### src/rtl/decoder_scan_seq_pkg.sv
// decoder_scan_pkg: shared types and constants for the decoder scan sequencer.
//   NUM_CH / SEL_W : channel count of the downstream 3-to-8 decoder and select width
//   state_t        : sequencer FSM state
//   lowest_set()   : index of the lowest set bit of a channel mask (0 for an empty mask)
package decoder_scan_pkg;

  localparam int NUM_CH = 8;
  localparam int SEL_W  = 3;

  typedef enum logic [1:0] {
    IDLE   = 2'd0,
    ACTIVE = 2'd1,
    BLANK  = 2'd2
  } state_t;

  function automatic logic [SEL_W-1:0] lowest_set(input logic [NUM_CH-1:0] m);
    logic [SEL_W-1:0] r;
    r = '0;
    for (int i = NUM_CH - 1; i >= 0; i--) begin
      if (m[i]) r = SEL_W'(i);
    end
    return r;
  endfunction

endpackage

### src/rtl/decoder_scan_seq_if.sv
// decoder_scan_seq_if: control/status bundle between a host and the scan sequencer.
//   master : drives start, stop, mode, dwell, ch_mask; observes sel, en, busy, ch_tick, done
//   slave  : the sequencer side (inputs/outputs mirrored)
interface decoder_scan_seq_if
  import decoder_scan_pkg::*;
#(
  parameter int DWELL_W = 8
);

  logic               start;
  logic               stop;
  logic               mode;
  logic [DWELL_W-1:0] dwell;
  logic [NUM_CH-1:0]  ch_mask;
  logic [SEL_W-1:0]   sel;
  logic               en;
  logic               busy;
  logic               ch_tick;
  logic               done;

  modport master (
    output start, stop, mode, dwell, ch_mask,
    input  sel, en, busy, ch_tick, done
  );

  modport slave (
    input  start, stop, mode, dwell, ch_mask,
    output sel, en, busy, ch_tick, done
  );

endinterface

### src/rtl/decoder_scan_seq_next_ch_find.sv
// next_ch_find: combinational next-channel search.
//   mask     in  8  channels that are visited
//   sel      in  3  current channel
//   next_sel out 3  next set bit strictly above sel, else the lowest set bit
//   wrapped  out 1  no set bit above sel, so the search wrapped around
module next_ch_find
  import decoder_scan_pkg::*;
(
  input  logic [NUM_CH-1:0] mask,
  input  logic [SEL_W-1:0]  sel,
  output logic [SEL_W-1:0]  next_sel,
  output logic              wrapped
);

  logic [SEL_W-1:0] above;
  logic             found;

  always_comb begin
    above = '0;
    found = 1'b0;
    // Scanning downward leaves the lowest qualifying index in 'above'.
    for (int i = NUM_CH - 1; i >= 0; i--) begin
      if (mask[i] && (i > int'(sel))) begin
        above = SEL_W'(i);
        found = 1'b1;
      end
    end
    next_sel = found ? above : lowest_set(mask);
    wrapped  = ~found;
  end

endmodule

### src/rtl/decoder_scan_seq.sv
// decoder_scan_seq: steps the 3-to-8 decoder through a masked subset of channels,
// holding each for a programmable dwell with enable-low blanking in between.
//   clk, rst_n : clock and asynchronous active-low reset
//   bus        : decoder_scan_seq_if.slave (start/stop/mode/dwell/ch_mask in,
//                sel/en/busy/ch_tick/done out, all outputs registered)
//
//   state  | meaning
//   IDLE   | waiting for start, en = 0, sel = 0
//   ACTIVE | en = 1 on the current channel for max(dwell,1) cycles
//   BLANK  | en = 0 for BLANK_CYCLES cycles, sel already on the next channel
module decoder_scan_seq
  import decoder_scan_pkg::*;
#(
  parameter int DWELL_W      = 8,
  parameter int BLANK_CYCLES = 2
) (
  input logic              clk,
  input logic              rst_n,
  decoder_scan_seq_if.slave bus
);

  localparam int BW = (BLANK_CYCLES > 1) ? $clog2(BLANK_CYCLES) : 1;
  localparam logic [BW-1:0] BLANK_LOAD = BW'((BLANK_CYCLES > 0) ? BLANK_CYCLES - 1 : 0);

  state_t             state;
  logic [SEL_W-1:0]   sel_q;
  logic               en_q;
  logic               busy_q;
  logic               tick_q;
  logic               done_q;
  logic               mode_q;
  logic [NUM_CH-1:0]  mask_q;
  logic [DWELL_W-1:0] dwell_load;
  logic [DWELL_W-1:0] dwell_cnt;
  logic [BW-1:0]      blank_cnt;

  logic [SEL_W-1:0]   next_sel;
  logic               wrapped;
  logic [DWELL_W-1:0] start_load;

  // Counter runs D-1 down to 0, so dwell = 0 behaves like 1 and the maximum never wraps.
  assign start_load = (bus.dwell == '0) ? '0 : bus.dwell - 1'b1;

  next_ch_find u_next (
    .mask     (mask_q),
    .sel      (sel_q),
    .next_sel (next_sel),
    .wrapped  (wrapped)
  );

  always_ff @(posedge clk or negedge rst_n) begin
    if (!rst_n) begin
      state      <= IDLE;
      sel_q      <= '0;
      en_q       <= 1'b0;
      busy_q     <= 1'b0;
      tick_q     <= 1'b0;
      done_q     <= 1'b0;
      mode_q     <= 1'b0;
      mask_q     <= '0;
      dwell_load <= '0;
      dwell_cnt  <= '0;
      blank_cnt  <= '0;
    end else begin
      tick_q <= 1'b0;
      done_q <= 1'b0;
      case (state)
        IDLE: begin
          if (bus.start && !bus.stop && (bus.ch_mask != '0)) begin
            state      <= ACTIVE;
            sel_q      <= lowest_set(bus.ch_mask);
            en_q       <= 1'b1;
            busy_q     <= 1'b1;
            tick_q     <= 1'b1;
            mode_q     <= bus.mode;
            mask_q     <= bus.ch_mask;
            dwell_load <= start_load;
            dwell_cnt  <= start_load;
          end
        end
        ACTIVE: begin
          if (bus.stop) begin
            state  <= IDLE;
            sel_q  <= '0;
            en_q   <= 1'b0;
            busy_q <= 1'b0;
          end else if (dwell_cnt != '0) begin
            dwell_cnt <= dwell_cnt - 1'b1;
          end else if (mode_q && wrapped) begin
            // Wrapping out of the highest set channel ends a single sweep.
            state  <= IDLE;
            sel_q  <= '0;
            en_q   <= 1'b0;
            busy_q <= 1'b0;
            done_q <= 1'b1;
          end else if (BLANK_CYCLES > 0) begin
            state     <= BLANK;
            sel_q     <= next_sel;
            en_q      <= 1'b0;
            blank_cnt <= BLANK_LOAD;
          end else begin
            sel_q     <= next_sel;
            tick_q    <= 1'b1;
            dwell_cnt <= dwell_load;
          end
        end
        BLANK: begin
          if (bus.stop) begin
            state  <= IDLE;
            sel_q  <= '0;
            en_q   <= 1'b0;
            busy_q <= 1'b0;
          end else if (blank_cnt != '0) begin
            blank_cnt <= blank_cnt - 1'b1;
          end else begin
            state     <= ACTIVE;
            en_q      <= 1'b1;
            tick_q    <= 1'b1;
            dwell_cnt <= dwell_load;
          end
        end
        default: begin
          state  <= IDLE;
          sel_q  <= '0;
          en_q   <= 1'b0;
          busy_q <= 1'b0;
        end
      endcase
    end
  end

  assign bus.sel     = sel_q;
  assign bus.en      = en_q;
  assign bus.busy    = busy_q;
  assign bus.ch_tick = tick_q;
  assign bus.done    = done_q;

endmodule

### src/flat_wrapper.sv
// flat-port wrapper written by rule: the top's interface ports become plain ports
module decoder_scan_seq_flat import decoder_scan_pkg::*;
#(
  parameter int DWELL_W      = 8,
  parameter int BLANK_CYCLES = 2
)
  (clk, rst_n, bus_start, bus_stop, bus_mode, bus_dwell, bus_ch_mask, bus_sel, bus_en, bus_busy, bus_ch_tick, bus_done);
  decoder_scan_seq_if #(.DWELL_W(DWELL_W)) bus_i ();
  input logic clk;
  input logic rst_n;
  input wire logic [$bits(bus_i.start)-1:0] bus_start;
  input wire logic [$bits(bus_i.stop)-1:0] bus_stop;
  input wire logic [$bits(bus_i.mode)-1:0] bus_mode;
  input wire logic [$bits(bus_i.dwell)-1:0] bus_dwell;
  input wire logic [$bits(bus_i.ch_mask)-1:0] bus_ch_mask;
  output wire logic [$bits(bus_i.sel)-1:0] bus_sel;
  output wire logic [$bits(bus_i.en)-1:0] bus_en;
  output wire logic [$bits(bus_i.busy)-1:0] bus_busy;
  output wire logic [$bits(bus_i.ch_tick)-1:0] bus_ch_tick;
  output wire logic [$bits(bus_i.done)-1:0] bus_done;
  assign bus_i.start = bus_start;
  assign bus_i.stop = bus_stop;
  assign bus_i.mode = bus_mode;
  assign bus_i.dwell = bus_dwell;
  assign bus_i.ch_mask = bus_ch_mask;
  assign bus_sel = bus_i.sel;
  assign bus_en = bus_i.en;
  assign bus_busy = bus_i.busy;
  assign bus_ch_tick = bus_i.ch_tick;
  assign bus_done = bus_i.done;
  decoder_scan_seq #(.DWELL_W(DWELL_W), .BLANK_CYCLES(BLANK_CYCLES)) u_core (.clk(clk), .rst_n(rst_n), .bus(bus_i));
endmodule
### config.mk
export PLATFORM = sky130hd
export DESIGN_NAME = decoder_scan_seq_flat
export DESIGN_NICKNAME = d
export VERILOG_FILES = /design/src/rtl/decoder_scan_seq_pkg.sv /design/src/rtl/decoder_scan_seq_if.sv /design/src/rtl/decoder_scan_seq_next_ch_find.sv /design/src/rtl/decoder_scan_seq.sv /design/src/flat_wrapper.sv
export SDC_FILE = /design/constraint.sdc
export NUM_CORES = 1
export LEC_CHECK = 0
export ABC_AREA = 1
export CAP_MARGIN = 15
export CORE_ASPECT_RATIO = 1.75
export CORE_MARGIN = 2
export CORE_UTILIZATION = 30
export CTS_BUF_LIST = sky130_fd_sc_hd__clkbuf_16
export DETAILED_ROUTE_END_ITERATION = 16
export SLEW_MARGIN = 20
export SYNTH_ARGS = -nofsm -noshare
export SYNTH_HDL_FRONTEND = slang
export SYNTH_SLANG_ARGS = --single-unit
### constraint.sdc
create_clock -name clk -period 3.46 [get_ports clk]
set_input_delay 0.346 -clock clk [delete_from_list [all_inputs] [get_ports clk]]
set_output_delay 0.346 -clock clk [all_outputs]
set_load 0.03 [all_outputs]
# Word level (Yosys, flattened, before mapping)
# Index checks and enable logic that the tools add are counted.
[totals]
reg_bits = 35
inputBits = 21
output_inout_bits = 7
wordCells = 134
[classes]
add_sub_neg = 3
n_lt_le_gt_ge = 7
eq_ne = 13
n_mux = 76
bitwise = 1
reduce_logical = 23
[ops]
columns = ["cell", "n"]
rows = [
  ["$mux 3", 29],
  ["$mux 8", 6],
  ["$mux 1", 28],
  ["$pmux 8 s3", 1],
  ["$reduce_bool 8->1", 2],
  ["$sub 8x1->8 const B", 2],
  ["$gt 3x3->1 const A", 4],
  ["$mux 2", 6],
  ["$ne 2x2->1 const B", 6],
  ["$logic_and 1x1->1", 10],
  ["$pmux 3 s3", 1],
  ["$logic_not 8->1", 1],
  ["$gt 2x3->1 const A", 2],
  ["$ne 3x3->1 const B", 2],
  ["$pmux 1 s3", 2],
  ["$pmux 2 s3", 1],
  ["$reduce_and 3->1", 2],
  ["$reduce_and 6->1", 1],
  ["$reduce_and 5->1", 1],
  ["$ne 2x1->1 const B", 2],
  ["$pmux 1 s2", 2],
  ["$reduce_and 4->1", 1],
  ["$gt 1x3->1 const A", 1],
  ["$ne 3x2->1 const B", 1],
  ["9 further kinds", 9],
]

# Longest topological paths before layout
[logic_depth]
depth_word = 15
depth_mapped = 13

# Hierarchy
# From an unflattened synthesis, not the netlist that was laid out.
[unflattened]
hier_cells = 366
area_unflattened_um2 = 2478.6
[modules_own_cells]
columns = ["mod", "instances", "cells_per_inst", "area_per_inst_um2"]
rows = [
  ["decoder_scan_seq", 1, 313, 2245.9],
  ["next_ch_find", 1, 53, 232.7],
]

# Worst setup path before layout
# OpenSTA, ideal clock, no wires.
[synth_timing]
path_kind = "register to register"
startpoint = "register u_core.state[0]"
endpoint = "register u_core.dwell_cnt[2]"
arrival_time_ns = 1.463
required_ns = 3.334
path_slack_ns = 1.871
stages_incl_launch_ff = 11
n_path_buf = 2
path_cell_list = "dfrtp_1 -> inv_1 -> ha_1 -> buf_6 -> o21ai_2 -> nand2_1 -> nor2_1 -> nand2_4 -> inv_4 -> buf_8 -> o22ai_2"
[synth_via]
elab_chain_len = 3
elab_cells_between_ends = 11
cone_classes = "eq/ne: 7; mux: 1; reduce/logical: 3"
[synth_lines]
columns = ["item", "line_no", "rtl"]
rows = [
  ["from (decl)", "decoder_scan_seq.sv:25", "state_t state;"],
  ["from (signal assigned)", "decoder_scan_seq.sv:53", "state <= IDLE;"],
  ["from (signal assigned)", "decoder_scan_seq.sv:70", "state <= ACTIVE;"],
  ["from (signal assigned)", "decoder_scan_seq.sv:83", "state <= IDLE;"],
  ["$eq 2x2->1 (tied with other cells)", "decoder_scan_seq.sv:67", "case (state)"],
  ["$ne 2x2->1 (no source line) (tied with other cells)", "-", ""],
  ["$reduce_and 6->1 (no source line)", "-", ""],
  ["to (signal assigned)", "decoder_scan_seq.sv:78", "dwell_cnt <= start_load;"],
  ["to (signal assigned)", "decoder_scan_seq.sv:88", "dwell_cnt <= dwell_cnt - 1'b1;"],
  ["to (signal assigned)", "decoder_scan_seq.sv:104", "dwell_cnt <= dwell_load;"],
  ["to (decl)", "decoder_scan_seq.sv:34", "logic [DWELL_W-1:0] dwell_cnt;"],
]
# Parallel ways exist; a longest one is shown, timed or not.
# A chain may end at the register's enable or synchronous reset.

# Worst setup path in the final report
[layout_timing]
startpoint = "register u_core.state[0]"
endpoint = "register u_core.state[1]"
[layout_via]
elab_chain_len = 3
elab_cells_between_ends = 8
cone_classes = "eq/ne: 5; mux: 1; reduce/logical: 2"
[layout_lines]
columns = ["item", "line_no"]
rows = [
  ["$eq 2x2->1 (tied with other cells)", "decoder_scan_seq.sv:67"],
  ["$ne 3x3->1 (no source line) / $ne 2x1->1 (equally long branches)", "-"],
  ["$reduce_and 3->1 (no source line)", "-"],
]
# Parallel ways exist; a longest one is shown, timed or not.

==> results.md <==
- DR vias: 2236
- Fin. Hold Viols: 0
- Total negative slack: 0 ps
- Core Area: ~7900 sq um
- Final setup viols: 0
- Worst path bufs/invs: 2
- Clk Latency, worst-skew pair: 290 ps
- FP Rows: 43
- Design Power: 2596 uW
- Clock root buffer: clkbuf_16
- Slew @ Worst Pin: 468.7 ps
- R2R setup slack: about 1400 ps
- CP Cell Sequence: inv_1 -> ha_1 -> inv_1 -> nor2_1 -> nand2_1 -> nand3_1 -> o21ai_0
- Slowest cell on crit path: dfrtp_1
- Final nets: slightly below 400
- Worst VDD drop: 0.2404 mV
- Remaining routing DRC violations: 0
- Vias per cell: 4.893
- Die ar.: 8759 sq um
- Initial antenna violation count: 0
- First-pass GRT wire length: 10210 um
- Switching share of power: 45.78%
- RSZ-0062 raised after global routing: no
- Top cells by area, synth: dfrtp_1, nand2_1, inv_1
- Combinational share of power: between 50% and 60%
- Clock power frac: 19.6%
- Die H: 122.3 um
- Cell taking the most area after synthesis: dfrtp_1
- CTS Hold Buffers Added: 0
- TritonCTS clock tree: yes
- Power Dens Cells: 894.3 nW/um^2
- Syn-to-layout area delta: 20.96%
- Syn Area/Cell: 7.121 sq um
- Port buffer count: 27
- Flop pwr share: 28.6%
- Slew margin rel.: 68.75%
- Pin count of the biggest net entering global routing: 36
- Post-synthesis sequential area ratio: 36.50%
- Fraction of layout cells with a size suffix above 1: 13.35%
- I/O pin total: 28
- Top-area cell type share of the netlist area: 36.50%
- Syn nets: 365
- Status: finished, final reports clean
- Yosys cell types: 32
- Global Route Usage Sum: around 15%
- Wire per inst: 13.14 um
- DRT iter0 DRCs: 96
- Ant. Diodes: 0
- CP max stage delay: 410 ps
- Width of the die: a little over 70 um
- Drt first pass iters: 4
- Postcts setup bufs: 0
- P_sw: approximately 1200 uW
- Slew Limit Fails: 0
- Hold crit path type: register to register
- CTS Buffer Depth: 2
- Critical Path AT: between 2000 and 2500 ps
- Period utilization: 58.35%
- CTS Buf Count: 5
- Mapped Area: 2400 sq um
- Worst EP required: 3620 ps
- Placer Congestion: roughly 0.88
- Final Skew: 4.274 ps
- FF+latch count, synth: 35
- CP most frequent cell: inv_1
- Synth Instances: roughly 340
- LEAKAGE: 0.001392 uW
- CP Class: register to register
- Dpl hpwl: 4745 um
- Cts repair resizes: 0
- Initial Util: ~30%
- Peak Freq: 495.3 MHz
- H-tree depth: 2
- Max_cap viols: 0
- Vias in the first global route: between 2000 and 2500
- Tmin final: approximately 2000 ps
- Internal power: approximately 1400 uW
- Post-route ant nets: 0
- CP Capture Type: register
- Total grt overflow: 0
- Num Clock Sinks: 35
- CP Max Fanout: 10
- WL final: approximately 6000 um
- CP startpoint kind: register
- Yosys warning count: 0
- Worst-path clk slew: 50 ps
- Cell family with most CP delay: simple AND/OR/NAND/NOR gates
cell usage in the layout (no fill, tap or decap), types with 8 or more instances in the layout:
cell type / n
nand2_1: 98
inv_1: 43
dfrtp_1: 35
o21ai_0: 29
clkdlybuf4s50_1: 27
nand3_1: 21
nor2_1: 19
a21oi_1: 12
o21ai_1: 11
inv_2: 8
cells in the mapped netlist:
cell,count
nand2_1,98
inv_1,43
dfrtp_1,35
o21ai_0,29
nand3_1,21
nor2_1,19
a21oi_1,12
o21ai_1,11
inv_2,8
ha_1,7
nor2_2,7
nand3_2,6
nand4_1,5
o21ai_2,5
nand2_4,3
nor3_1,3
o211ai_1,3
or2_2,3
buf_2,2
buf_6,2
nand2_2,2
nor2_4,2
o22ai_2,2
buf_8,1
clkbuf_1,1
inv_4,1
nand4_2,1
nor3_2,1
nor4_1,1
o31ai_1,1
xnor2_1,1
xor2_1,1
layer usage:
layer	global-route usage (%)	part of all wire, %	vias to the layer above	wire length [um]
met2	30.32	58	43	3490
met3	2.217	2.5	19	148
met4	9.316	4.0	0	238
met5	0	0	-	0
li1	-	-	1145	-
met1	14.01	35	1029	2128
metrics by stage:
stage	hold slack (ps)	setup WS (ps)	cell area [sq um]	std cells	util [%]
global placement	465.0	1318	2739	449	34.87
detailed placement	466.0	1308	2739	449	34.87
CTS	479.4	1423	2903	457	36.95
global route	521.6	1202	2903	457	36.95
finish	473.9	1441	2903	457	36.95
floorplan	50.41	1871	2400	337	-
area by class of cell:
class                      instances  area [sq um]
timing repair buffer              28         277.8
clock buffer                       5         125.1
clock inverter                     3         38.79
fill                             824          4952
inverter                          52         197.7
multi-input combinational        244          1275
sequential                        35         875.8
tap                               90         112.6
worst paths after layout:
| kind | from | to | cells past startpoint |
|---|---|---|---|
| max | u_core.state[0] | u_core.state[1] | 7 |
| min | u_core.bus.busy | u_core.bus.busy | 2 |
| max reg2reg | u_core.state[0] | u_core.state[1] | 7 |
| min reg2reg | u_core.bus.busy | u_core.bus.busy | 2 |
| max in group asynchronous | rst_n | u_core.bus.sel[2] | 2 |
| min in group asynchronous | rst_n | u_core.mode_q | 2 |
kinds of logic (layout without fill, tap and decap cells):
group,Yosys count,count (layout),synth area share [%]
compound gates,63,63,14.96
xor+xnor,2,2,0.7301
fa+ha+maj,7,7,3.649
buf+inv,58,88,10.38
flops,35,35,36.50
simple gates,172,172,33.78
worst reg2reg max path, cell delays in order (launching register included):
cell	delay, ps
dfrtp_1	410
inv_1	90
ha_1	410
inv_1	190
nor2_1	380
nand2_1	90
nand3_1	200
o21ai_0	130
power by group through the flow:
stage               Clock [uW]  Sequential [uW]  Combinational (uW)
floorplan                    0              757                1010
global placement             0              748                1340
detailed placement           0              749                1350
CTS                        517              743                1360
global route               532              765                1540
finish                     508              743                1340
flip-flops by register name (all words and copies together) (netlist names), 2 cells and up:
| name | cells |
|---|---|
| u_core.mask_q | 8 |
| u_core.dwell_load | 8 |
| u_core.state | 2 |
| u_core.bus.sel | 3 |
| u_core.dwell_cnt | 8 |
(Power assumes the default switching activity.)
